**src/rtl/jtag_uart_bridge_pkg.sv**
```systemverilog
// Shared types and constants for the JTAG UART bridge.
// Build option: JTAG_UART_BRIDGE_STATS_EN adds transfer/poll statistics ports.
package jtag_uart_bridge_pkg;

  localparam int BYTE_W = 8;

  // Avalon byte addresses of the JTAG UART slave registers
  localparam logic [2:0] ADDR_DATA = 3'd0;
  localparam logic [2:0] ADDR_CTRL = 3'd4;

  // DATA register: RVALID flag; CONTROL register: write-space field
  localparam int RVALID_BIT = 15;
  localparam int WSPACE_MSB = 31;
  localparam int WSPACE_LSB = 16;

  typedef enum logic [1:0] {
    ST_IDLE    = 2'd0,
    ST_WRITE   = 2'd1,
    ST_RD_DATA = 2'd2,
    ST_RD_CTRL = 2'd3
  } state_t;

  // Observation bundle so checkers can see the controller without probing internals
  typedef struct packed {
    state_t      state;
    logic [15:0] wspace;
    logic        last_was_read;
    logic        expired;
  } dbg_t;

  // Extract the write-space credit from a CONTROL register read
  function automatic logic [15:0] wspace_field(input logic [31:0] ctrl);
    return ctrl[WSPACE_MSB:WSPACE_LSB];
  endfunction

endpackage

```
**src/rtl/byte_fifo.sv**
```systemverilog
// Show-ahead byte FIFO with count-based full/empty.
// Push while full and pop while empty are ignored; full/empty are judged on the
// count before this cycle's pop, so a push into a full FIFO is blocked even if
// the same cycle pops.
module byte_fifo
  import jtag_uart_bridge_pkg::*;
#(
  parameter int DEPTH = 16
) (
  input  logic              clock,
  input  logic              reset,
  input  logic              push,
  input  logic [BYTE_W-1:0] push_data,
  input  logic              pop,
  output logic [BYTE_W-1:0] head,
  output logic              full,
  output logic              empty
);

  localparam int AW = $clog2(DEPTH);
  localparam logic [AW:0] FULL_COUNT = (AW + 1)'(DEPTH);

  logic [BYTE_W-1:0] mem [DEPTH];
  logic [AW-1:0]     wr_ptr;
  logic [AW-1:0]     rd_ptr;
  logic [AW:0]       count;
  logic              do_push;
  logic              do_pop;

  assign full    = (count == FULL_COUNT);
  assign empty   = (count == '0);
  assign do_push = push & ~full;
  assign do_pop  = pop & ~empty;
  assign head    = mem[rd_ptr];

  // Storage array: written on accepted pushes only, needs no reset
  always_ff @(posedge clock) begin
    if (do_push) mem[wr_ptr] <= push_data;
  end

  // Pointers and occupancy count
  always_ff @(posedge clock or posedge reset) begin
    if (reset) begin
      wr_ptr <= '0;
      rd_ptr <= '0;
      count  <= '0;
    end else begin
      if (do_push) wr_ptr <= wr_ptr + 1'b1;
      if (do_pop)  rd_ptr <= rd_ptr + 1'b1;
      case ({do_push, do_pop})
        2'b10:   count <= count + 1'b1;
        2'b01:   count <= count - 1'b1;
        default: count <= count;
      endcase
    end
  end

endmodule

```
**src/rtl/jtag_uart_bridge.sv**
```systemverilog
// Avalon-MM master that polls a JTAG UART slave on behalf of a pair of byte
// streams. Buffers TX and RX bytes, caches the slave's write-space credit,
// throttles unproductive polls and alternates TX writes with RX data reads.
// Build option: JTAG_UART_BRIDGE_STATS_EN adds tx_count/rx_count/poll_count.
//
// Handshakes: an Avalon request (read or write) is presented with address and
// writedata held stable and completes in the first cycle where waitrequest=0;
// readdata is sampled in that same cycle. The stream side is valid/ready style:
// in_get is asserted (and the byte taken) when in_canGet=1 and TX has room;
// out_get pops the RX head when out_canGet=1 and is ignored otherwise.
module jtag_uart_bridge
  import jtag_uart_bridge_pkg::*;
#(
  parameter int TX_DEPTH = 16,
  parameter int RX_DEPTH = 16,
  parameter int POLL_GAP = 32
) (
  input  logic        clock,
  input  logic        reset,
  output logic [2:0]  address,
  output logic [31:0] writedata,
  output logic        write,
  output logic        read,
  input  logic        waitrequest,
  input  logic [31:0] readdata,
  input  logic        in_canGet,
  input  logic [7:0]  in_getData,
  output logic        in_get,
  output logic        out_canGet,
  output logic [7:0]  out_getData,
  input  logic        out_get,
  output dbg_t        dbg
`ifdef JTAG_UART_BRIDGE_STATS_EN
  ,
  output logic [31:0] tx_count,
  output logic [31:0] rx_count,
  output logic [31:0] poll_count
`endif
);

  localparam int TW = $clog2(POLL_GAP + 2);
  localparam logic [TW-1:0] GAP_LOAD = TW'(POLL_GAP);

  state_t        state;
  state_t        state_next;
  logic [15:0]   wspace;
  logic [TW-1:0] timer;
  logic          last_was_read;
  logic          expired;

  logic          tx_full;
  logic          tx_empty;
  logic [7:0]    tx_head;
  logic          tx_pop;
  logic          rx_full;
  logic          rx_empty;
  logic          rx_push;

  logic          rd_ok;
  logic          tx_accept;
  logic          data_accept;
  logic          ctrl_accept;
  logic          unproductive;
  logic [15:0]   new_wspace;
  logic          unused_readdata_bits;

  // Only the RVALID flag, the data byte and the write-space field are meaningful
  assign unused_readdata_bits = ^{readdata[14:8]};

  assign in_get     = in_canGet & ~tx_full;
  assign out_canGet = ~rx_empty;

  assign expired     = (timer == '0);
  assign rd_ok       = ~rx_full & expired;
  assign tx_accept   = (state == ST_WRITE)   & ~waitrequest;
  assign data_accept = (state == ST_RD_DATA) & ~waitrequest;
  assign ctrl_accept = (state == ST_RD_CTRL) & ~waitrequest;
  assign tx_pop      = tx_accept;
  assign rx_push     = data_accept & readdata[RVALID_BIT];
  assign new_wspace  = wspace_field(readdata);

  // A poll is unproductive when it brings no byte or no write credit
  assign unproductive = (data_accept & ~readdata[RVALID_BIT]) |
                        (ctrl_accept & (new_wspace == 16'd0));

  byte_fifo #(.DEPTH(TX_DEPTH)) u_tx_fifo (
    .clock     (clock),
    .reset     (reset),
    .push      (in_get),
    .push_data (in_getData),
    .pop       (tx_pop),
    .head      (tx_head),
    .full      (tx_full),
    .empty     (tx_empty)
  );

  byte_fifo #(.DEPTH(RX_DEPTH)) u_rx_fifo (
    .clock     (clock),
    .reset     (reset),
    .push      (rx_push),
    .push_data (readdata[7:0]),
    .pop       (out_get),
    .head      (out_getData),
    .full      (rx_full),
    .empty     (rx_empty)
  );

  // State register
  always_ff @(posedge clock or posedge reset) begin
    if (reset) state <= ST_IDLE;
    else       state <= state_next;
  end

  // Next-state selection and Avalon request decode
  always_comb begin
    state_next = state;
    write      = 1'b0;
    read       = 1'b0;
    address    = ADDR_DATA;
    writedata  = '0;
    case (state)
      ST_IDLE: begin
        // A pending TX byte with credit wins unless the previous access was a
        // write and a data read is also due, which gives strict alternation.
        if (!tx_empty && (wspace != 16'd0) && (last_was_read || !rd_ok))
          state_next = ST_WRITE;
        else if (rd_ok)
          state_next = ST_RD_DATA;
        else if (!tx_empty && (wspace == 16'd0) && expired)
          state_next = ST_RD_CTRL;
      end
      ST_WRITE: begin
        write     = 1'b1;
        writedata = {24'b0, tx_head};
        if (!waitrequest) state_next = ST_IDLE;
      end
      ST_RD_DATA: begin
        read = 1'b1;
        if (!waitrequest) state_next = ST_IDLE;
      end
      ST_RD_CTRL: begin
        read    = 1'b1;
        address = ADDR_CTRL;
        if (!waitrequest) state_next = ST_IDLE;
      end
      default: state_next = ST_IDLE;
    endcase
  end

  // Write-space credit and last-access fairness flag
  always_ff @(posedge clock or posedge reset) begin
    if (reset) begin
      wspace        <= 16'd0;
      last_was_read <= 1'b0;
    end else begin
      if (tx_accept) begin
        if (wspace != 16'd0) wspace <= wspace - 16'd1;
        last_was_read <= 1'b0;
      end
      if (data_accept) last_was_read <= 1'b1;
      if (ctrl_accept) wspace <= new_wspace;
    end
  end

  // Poll throttle: reload after an unproductive poll, count down and hold at zero
  always_ff @(posedge clock or posedge reset) begin
    if (reset)             timer <= '0;
    else if (unproductive) timer <= GAP_LOAD;
    else if (!expired)     timer <= timer - 1'b1;
  end

  assign dbg = '{state: state, wspace: wspace, last_was_read: last_was_read,
                 expired: expired};

`ifdef JTAG_UART_BRIDGE_STATS_EN
  // Free-running statistics, wrapping modulo 2^32
  always_ff @(posedge clock or posedge reset) begin
    if (reset) begin
      tx_count   <= '0;
      rx_count   <= '0;
      poll_count <= '0;
    end else begin
      if (tx_accept)                  tx_count   <= tx_count + 32'd1;
      if (rx_push)                    rx_count   <= rx_count + 32'd1;
      if (data_accept || ctrl_accept) poll_count <= poll_count + 32'd1;
    end
  end
`endif

endmodule

```
**config.mk**
```make
export PLATFORM = sky130hd
export DESIGN_NAME = jtag_uart_bridge
export DESIGN_NICKNAME = d
export VERILOG_FILES = /design/src/rtl/jtag_uart_bridge_pkg.sv /design/src/rtl/byte_fifo.sv /design/src/rtl/jtag_uart_bridge.sv
export SDC_FILE = /design/constraint.sdc
export NUM_CORES = 1
export LEC_CHECK = 0
export BUFFER_PORTS_ARGS = -buffer_cell sky130_fd_sc_hd__buf_2
export CAP_MARGIN = 20
export CORE_MARGIN = 5
export CORE_UTILIZATION = 40
export CTS_CLUSTER_DIAMETER = 60
export DETAILED_ROUTE_END_ITERATION = 12
export PLACE_DENSITY = 0.56
export SYNTH_ARGS = -nofsm -noshare
export SYNTH_HDL_FRONTEND = slang
export SYNTH_SLANG_ARGS = --single-unit
```
**constraint.sdc**
```tcl
create_clock -name clock -period 3.5 [get_ports clock]
set_input_delay 0.525 -clock clock [delete_from_list [all_inputs] [get_ports clock]]
set_output_delay 0.525 -clock clock [all_outputs]
set_load 0.01 [all_outputs]
```
==> results.cfg, run 1 <==
[clock_network]
clock_path_buffers = 3
clkLatencyLatePin_ps = 510
cts.sinks = 307
tritoncts = done
cts-root-buf = clkbuf_16
cts_max_level = 2
clkSlewWorstSetupHoldPaths_ps = 60
cts_buffers = 34

[grt]
antenna_found_initial = 0
grt_overflow_total = 0
grt_max_degree = 36
grt_pass1_wl_mm = 40.2
grt_pass1_vias = 7075
grtUsageTotal_pct = 13.9

[pwr]
power_switching_uw = 3770
ir_worst_vdd_mv = 0.465
p_int_uw = 8000
power_density_nw_per_um2 = 779
p_sw_share_pct = 32.1
p_seq_share_pct = 42.3
power_leakage_uw = 0.00534
comb_power_share_pct = 30.5
power_uw = 11800
pwr-share-clk_pct = 27.2

[setup_path]
worst-setup-path-type = flop to flop
crit_fanout = 4
ff2ff_setup_slack_ps = 390
r2r-end = u_rx_fifo.count[4]
worstPathArrival_ps = 3490
setup.worst_path.start_class = flop
cp-end-kind = flop
crit-reg2reg-launch = u_rx_fifo.count[1]
worstPathRequired_ps = 3880
reg2reg_depth = 12

[timing]
timing.setup.tns_ps = 0
setup_viol_count_final = 0
hold_violations = 0
fmax_mhz = 322
finalCritPeriodShare_pct = 88.8
min_period_ps = 3110
final-max-slew-violation-count = 0
rsz0062_at_grt = no
slew_headroom_pct = 41.3
clock_skew_ps = 14.9
tightest_slew_ps = 878

[layout]
final_nets = 992
syn_to_final_growth_pct = 14.2
drive_above_1_share_pct = 24.9
num_antenna_cells = 0

[place]
port_buffers = 78
gp_congestion = 0.828
dp_hpwl_mm = 17.6

[yosys]
avgSynthCellArea_um2 = 16.0
yosys_register_bits = 307
synth-edff-count = 256
synth_cell_types = 62
yosysTopAreaCell = edfxtp_1
ys_seq_area_share_pct = 67.7
async_flop_share_pct = 16.6
synth_warnings = 0
yosys.area.top_type_share_pct = 58.0
synth_area_um2 = 13200
synth_area_leaders = edfxtp_1 (58%), mux4_2 (9.9%), dfrtp_1 (9.6%)
synthCells = 827
synthFlopType = edfxtp_1

[floorplan]
die_w_um = 192
core_um2 = 32600
initial_core_util_pct = 40.6
die_area_um2 = 36900
die_h_um = 192
ios = 112
num_rows = 66

[routing]
num_vias = 7109
avgRoutedWirePerCell_um = 18.6
ant_nets = 0
wirelength_mm = 25.7
drc = 0
first_iter_violations = 479
first_pass_iters = 5
viasPerCell = 5.14

[job]
max-cap-violations = 0

[hold_path]
worstHoldPathType = primary input to async pin

[status]
outcome = finished, final reports clean
==> worst max path at each step <==
stage | start | cells past startpoint | slack [ps] | to
floorplan | u_rx_fifo.count[1] | 13 | 450 | u_rx_fifo.count[4]
global placement | u_rx_fifo.count[0] | 12 | 220 | u_rx_fifo.count[4]
detailed placement | u_rx_fifo.count[0] | 12 | 230 | u_rx_fifo.count[4]
CTS | u_rx_fifo.count[0] | 12 | 220 | u_rx_fifo.count[4]
global route | u_rx_fifo.count[0] | 12 | 130 | u_rx_fifo.count[4]
finish | u_rx_fifo.count[1] | 12 | 390 | u_rx_fifo.count[4]
==> worst max-delay path, cell delays in order (launching register included) <==
cell and delay (ps):
dfrtp_1 420, nor4_2 440, nand2_1 170, and3_1 210, inv_1 60, ha_1 230
inv_1 110, fa_1 450, nor2b_1 120, o21ai_0 100, nand3_1 100, or3b_2 460
xnor2_1 130
==> registers in the layout, indices dropped and copies added, names as in the netlist, 4 cells and up <==
register / cells
u_tx_fifo.count: 5
u_rx_fifo.mem: 128
u_tx_fifo.wr_ptr: 4
u_tx_fifo.rd_ptr: 4
timer: 6
u_rx_fifo.rd_ptr: 4
u_tx_fifo.mem: 128
u_rx_fifo.count: 5
u_rx_fifo.wr_ptr: 4
wspace: 16
==> metrics by stage <==
stage	utilization [%]	hold slack [ps]	area, um^2	instances	worst slack [ps]
global route	46.4	210	15100	1384	134
finish	46.4	131	15100	1384	392
floorplan	-	475	13300	852	452
global placement	43.3	510	14100	1331	223
CTS	46.3	163	15100	1384	223
detailed placement	43.3	514	14100	1331	232
==> repair_timing <==
action	4_1_cts	5_1_grt
endpoints found under the hold margin	0	0
buffers inserted	0	0
hold buffers	0	0
endpoints found under the setup margin	0	1
gates resized for setup	0	1
==> power by group through the flow <==
stage | Combinational [uW] | Sequential, uW | Clock, uW
after global routing | 3970 | 5050 | 3480
after CTS | 3650 | 4980 | 3310
after floorplan | 2790 | 4750 | 0
after global placement | 3610 | 5040 | 0
final | 3590 | 4980 | 3210
after detailed placement | 3640 | 5040 | 0
==> layout make-up <==
| type | instances | area (um^2) |
|---|---|---|
| clock inverters | 13 | 113 |
| multi-input cells | 456 | 3920 |
| repair buffers | 108 | 628 |
| inverters | 18 | 67.6 |
| well taps | 442 | 553 |
| flip-flops and latches | 307 | 8970 |
| fillers | 2801 | 17500 |
| clock buffers | 40 | 873 |
==> synthesized netlist by cell type, types with 8 or more instances <==
master / count
ha_1: 21
buf_4: 28
nand4_1: 8
buf_1: 10
xor2_1: 10
nand3_1: 14
nor4_1: 10
clkbuf_1: 22
mux4_2: 58
nor3_1: 15
inv_1: 18
o211ai_1: 9
o21ai_0: 22
edfxtp_1: 256
mux2i_1: 27
dfrtp_1: 51
xnor2_1: 17
a21oi_1: 9
nor2b_1: 9
buf_2: 10
mux2_2: 9
nand2_1: 55
nand2b_1: 10
nor2_1: 46
==> kinds of logic after synthesis <==
group	synth area share, %
compound gates	4.89
xor+xnor	1.79
fa+ha+maj	2.13
buf+inv	3.48
flops	67.7
mux	12.7
other cells	0.0283
simple gates	7.34
==> cells in the final DEF, fill, tap and decap left out, types with 8 or more instances in the layout <==
master / n
nor4_1: 9
conb_1: 26
mux2i_1: 27
nand2_1: 55
nand2b_1: 10
inv_1: 17
nand3_1: 14
a21oi_1: 9
xor2_1: 10
buf_2: 78
o211ai_1: 9
nor2b_1: 9
clkbuf_16: 34
mux4_2: 58
edfxtp_1: 256
nand4_1: 8
ha_1: 21
buf_4: 29
mux2_2: 9
xnor2_1: 17
dfrtp_1: 49
nor2_1: 46
o21ai_0: 22
nor3_1: 15
==> layer usage <==
layer	part of all wire, %	vias up	global-route usage (%)
met1	45	3568	19.7
met4	1.7	0	3.51
met2	49	148	22.6
li1	-	3353	-
met3	4.5	40	2.47
met5	0	-	0
(Power assumes the default switching activity.)
==> run 2, diff against run 1 <==
Settings changed: CORE_ASPECT_RATIO from default to 0.9, SLEW_MARGIN from default to 20.
==> run 2 against run 1 <==
Worst hold slack improved by 75 ps. Die area about the same. Sequential power decreased by 0.8%. Routed wire length increased by 12%. Cell count decreased by 0.22%. Flip-flop and latch count unchanged. First-iteration DRC count decreased by 9.6%. Critical path type unchanged. Largest cell class unchanged. Highest routed layer unchanged.
==> results.cfg, run 2 (synthesized netlist as in run 1, its figures left out) <==
[clock_network]
cts.sinks = 307
cts-root-buf = clkbuf_16
cts_buffers = 35
hold_buffers = 0
clock_path_buffers = 3
clkLatencyLatePin_ps = 510
cts_max_level = 2
tritoncts = done
clkSlewWorstSetupHoldPaths_ps = 60

[routing]
num_vias = 7335
drc = 0
first_pass_iters = 5
ant_nets = 0
viasPerCell = 5.31
wirelength_mm = 28.8
avgRoutedWirePerCell_um = 20.8
first_iter_violations = 433

[timing]
rsz0062_at_grt = no
finalCritPeriodShare_pct = 88.3
setup_viol_count_final = 0
timing.setup.tns_ps = 0
final-max-slew-violation-count = 0
postLayoutSetupSlackWorst_ps = 408
fmax_mhz = 323
tightest_slew_ps = 946
hold_violations = 0
slew_headroom_pct = 36.7
clock_skew_ps = 22.6
min_period_ps = 3090

[setup_path]
crit-reg2reg-launch = u_rx_fifo.count[1]
crit_path_max_incr_delay_ps = 460
worst-setup-path-type = flop to flop
cp-end-kind = flop
crit_fanout = 4
crit_start = u_rx_fifo.count[1]
crit_chain = nor4_2 > nand2_1 > and3_1 > inv_1 > ha_1 > inv_1 > fa_1 > nor2b_1 > o21ai_0 > nand3_1 > or3b_2 > xnor2_1
worstPathArrival_ps = 3470
setup.worst_path.start_class = flop
cpMaxStageDelayCell = fa_1
worstPathRequired_ps = 3870
crit_top_cell = inv_1

[layout]
final_core_util_pct = 46.8
num_antenna_cells = 0
final_nets = 1002
drive_above_1_share_pct = 26.3
syn_to_final_growth_pct = 15.9
final_common_cell = edfxtp_1
top_regs = u_rx_fifo.mem (128), u_tx_fifo.mem (128), wspace (16)
fillerInstances = 2848
final_cell_mix = edfxtp_1 (256), buf_2 (78), mux4_2 (58)

[place]
dp_hpwl_mm = 18.6
dp_slack_ps = 253
port_buffers = 78
gp_congestion = 0.810

[hold_path]
worstHoldPathType = primary input to async pin

[pwr]
power_density_nw_per_um2 = 803
power_leakage_uw = 0.00548
ir_worst_vdd_mv = 0.537

[job]
max-cap-violations = 0

[grt]
grt_pass1_vias = 7328
grt_pass1_wl_mm = 45.0
grtUsageTotal_pct = 15.7
grt_max_degree = 52
grt_overflow_total = 0
antenna_found_initial = 0

[status]
outcome = finished, final reports clean

[floorplan]
die_area_um2 = 36900
num_rows = 63
core_um2 = 32800
die_h_um = 183
ios = 112
initial_core_util_pct = 40.4
die_w_um = 202
-- run 2: worst paths after layout --
kind / to / slack [ps] / depth (start not counted)
setup / recovery: u_rx_fifo.count[4] / 410 / 12
hold / removal: u_rx_fifo.rd_ptr[1] / 210 / 3
setup reg to reg: u_rx_fifo.count[4] / 410 / 12
hold reg to reg: u_tx_fifo.count[4] / 510 / 1
max in group asynchronous: u_tx_fifo.rd_ptr[0] / 2750 / 3
min in group clock: wspace[15] / 250 / 3
-- run 2: worst max-delay path, delay by kind of cell, from the launching register on --
family	cells	cell delay [ps]
adders and majority gates	2	680
DFF	1	420
and+or+nand+nor	6	1460
xor gates and xnor gates	1	140
buffers and inverters	2	160
AOI/OAI and AO/OA	1	100
-- run 2: layer usage --
metal / vias up / track usage, % / wire length (um)
met5: - / 0 / 0
met1: 3720 / 24.1 / 13800
li1: 3376 / - / -
met4: 0 / 3.55 / 479
met3: 38 / 3.00 / 1730
met2: 201 / 23.3 / 12800
-- run 2: power by group --
group | leakage (uW) | internal (uW) | switching, uW
registers | 0.00292 | 4400 | 538
clock network | 0.000562 | 2220 | 1430
logic | 0.00199 | 1760 | 1980
-- run 2: metrics by stage --
step                area (um^2)  cells  hold WS [ps]  power [uW]
floorplan                 13300    852           475        7540
global placement          14200   1320           498        8750
detailed placement        14200   1320           500        8780
CTS                       15300   1381           236       12500
global route              15400   1381           271       13100
finish                    15400   1381           206       12300
-- run 2: final cells by class --
cell class                      instances  area, um^2  share of cell area, %
Inverter                               18        67.6                  0.440
Tap cell                              422         528                   3.44
Clock buffer                           45         953                   6.21
Clock inverter                         16         198                   1.29
Sequential cell                       307        8970                   58.4
Multi-Input combinational cell        456        3920                   25.5
Timing Repair Buffer                  117         721                   4.69
-- run 2: repair_timing --
action	CTS	global route
endpoints found under the hold margin	0	0
setup endpoints to repair	0	1
resized for setup	0	1
setup buffers	0	0
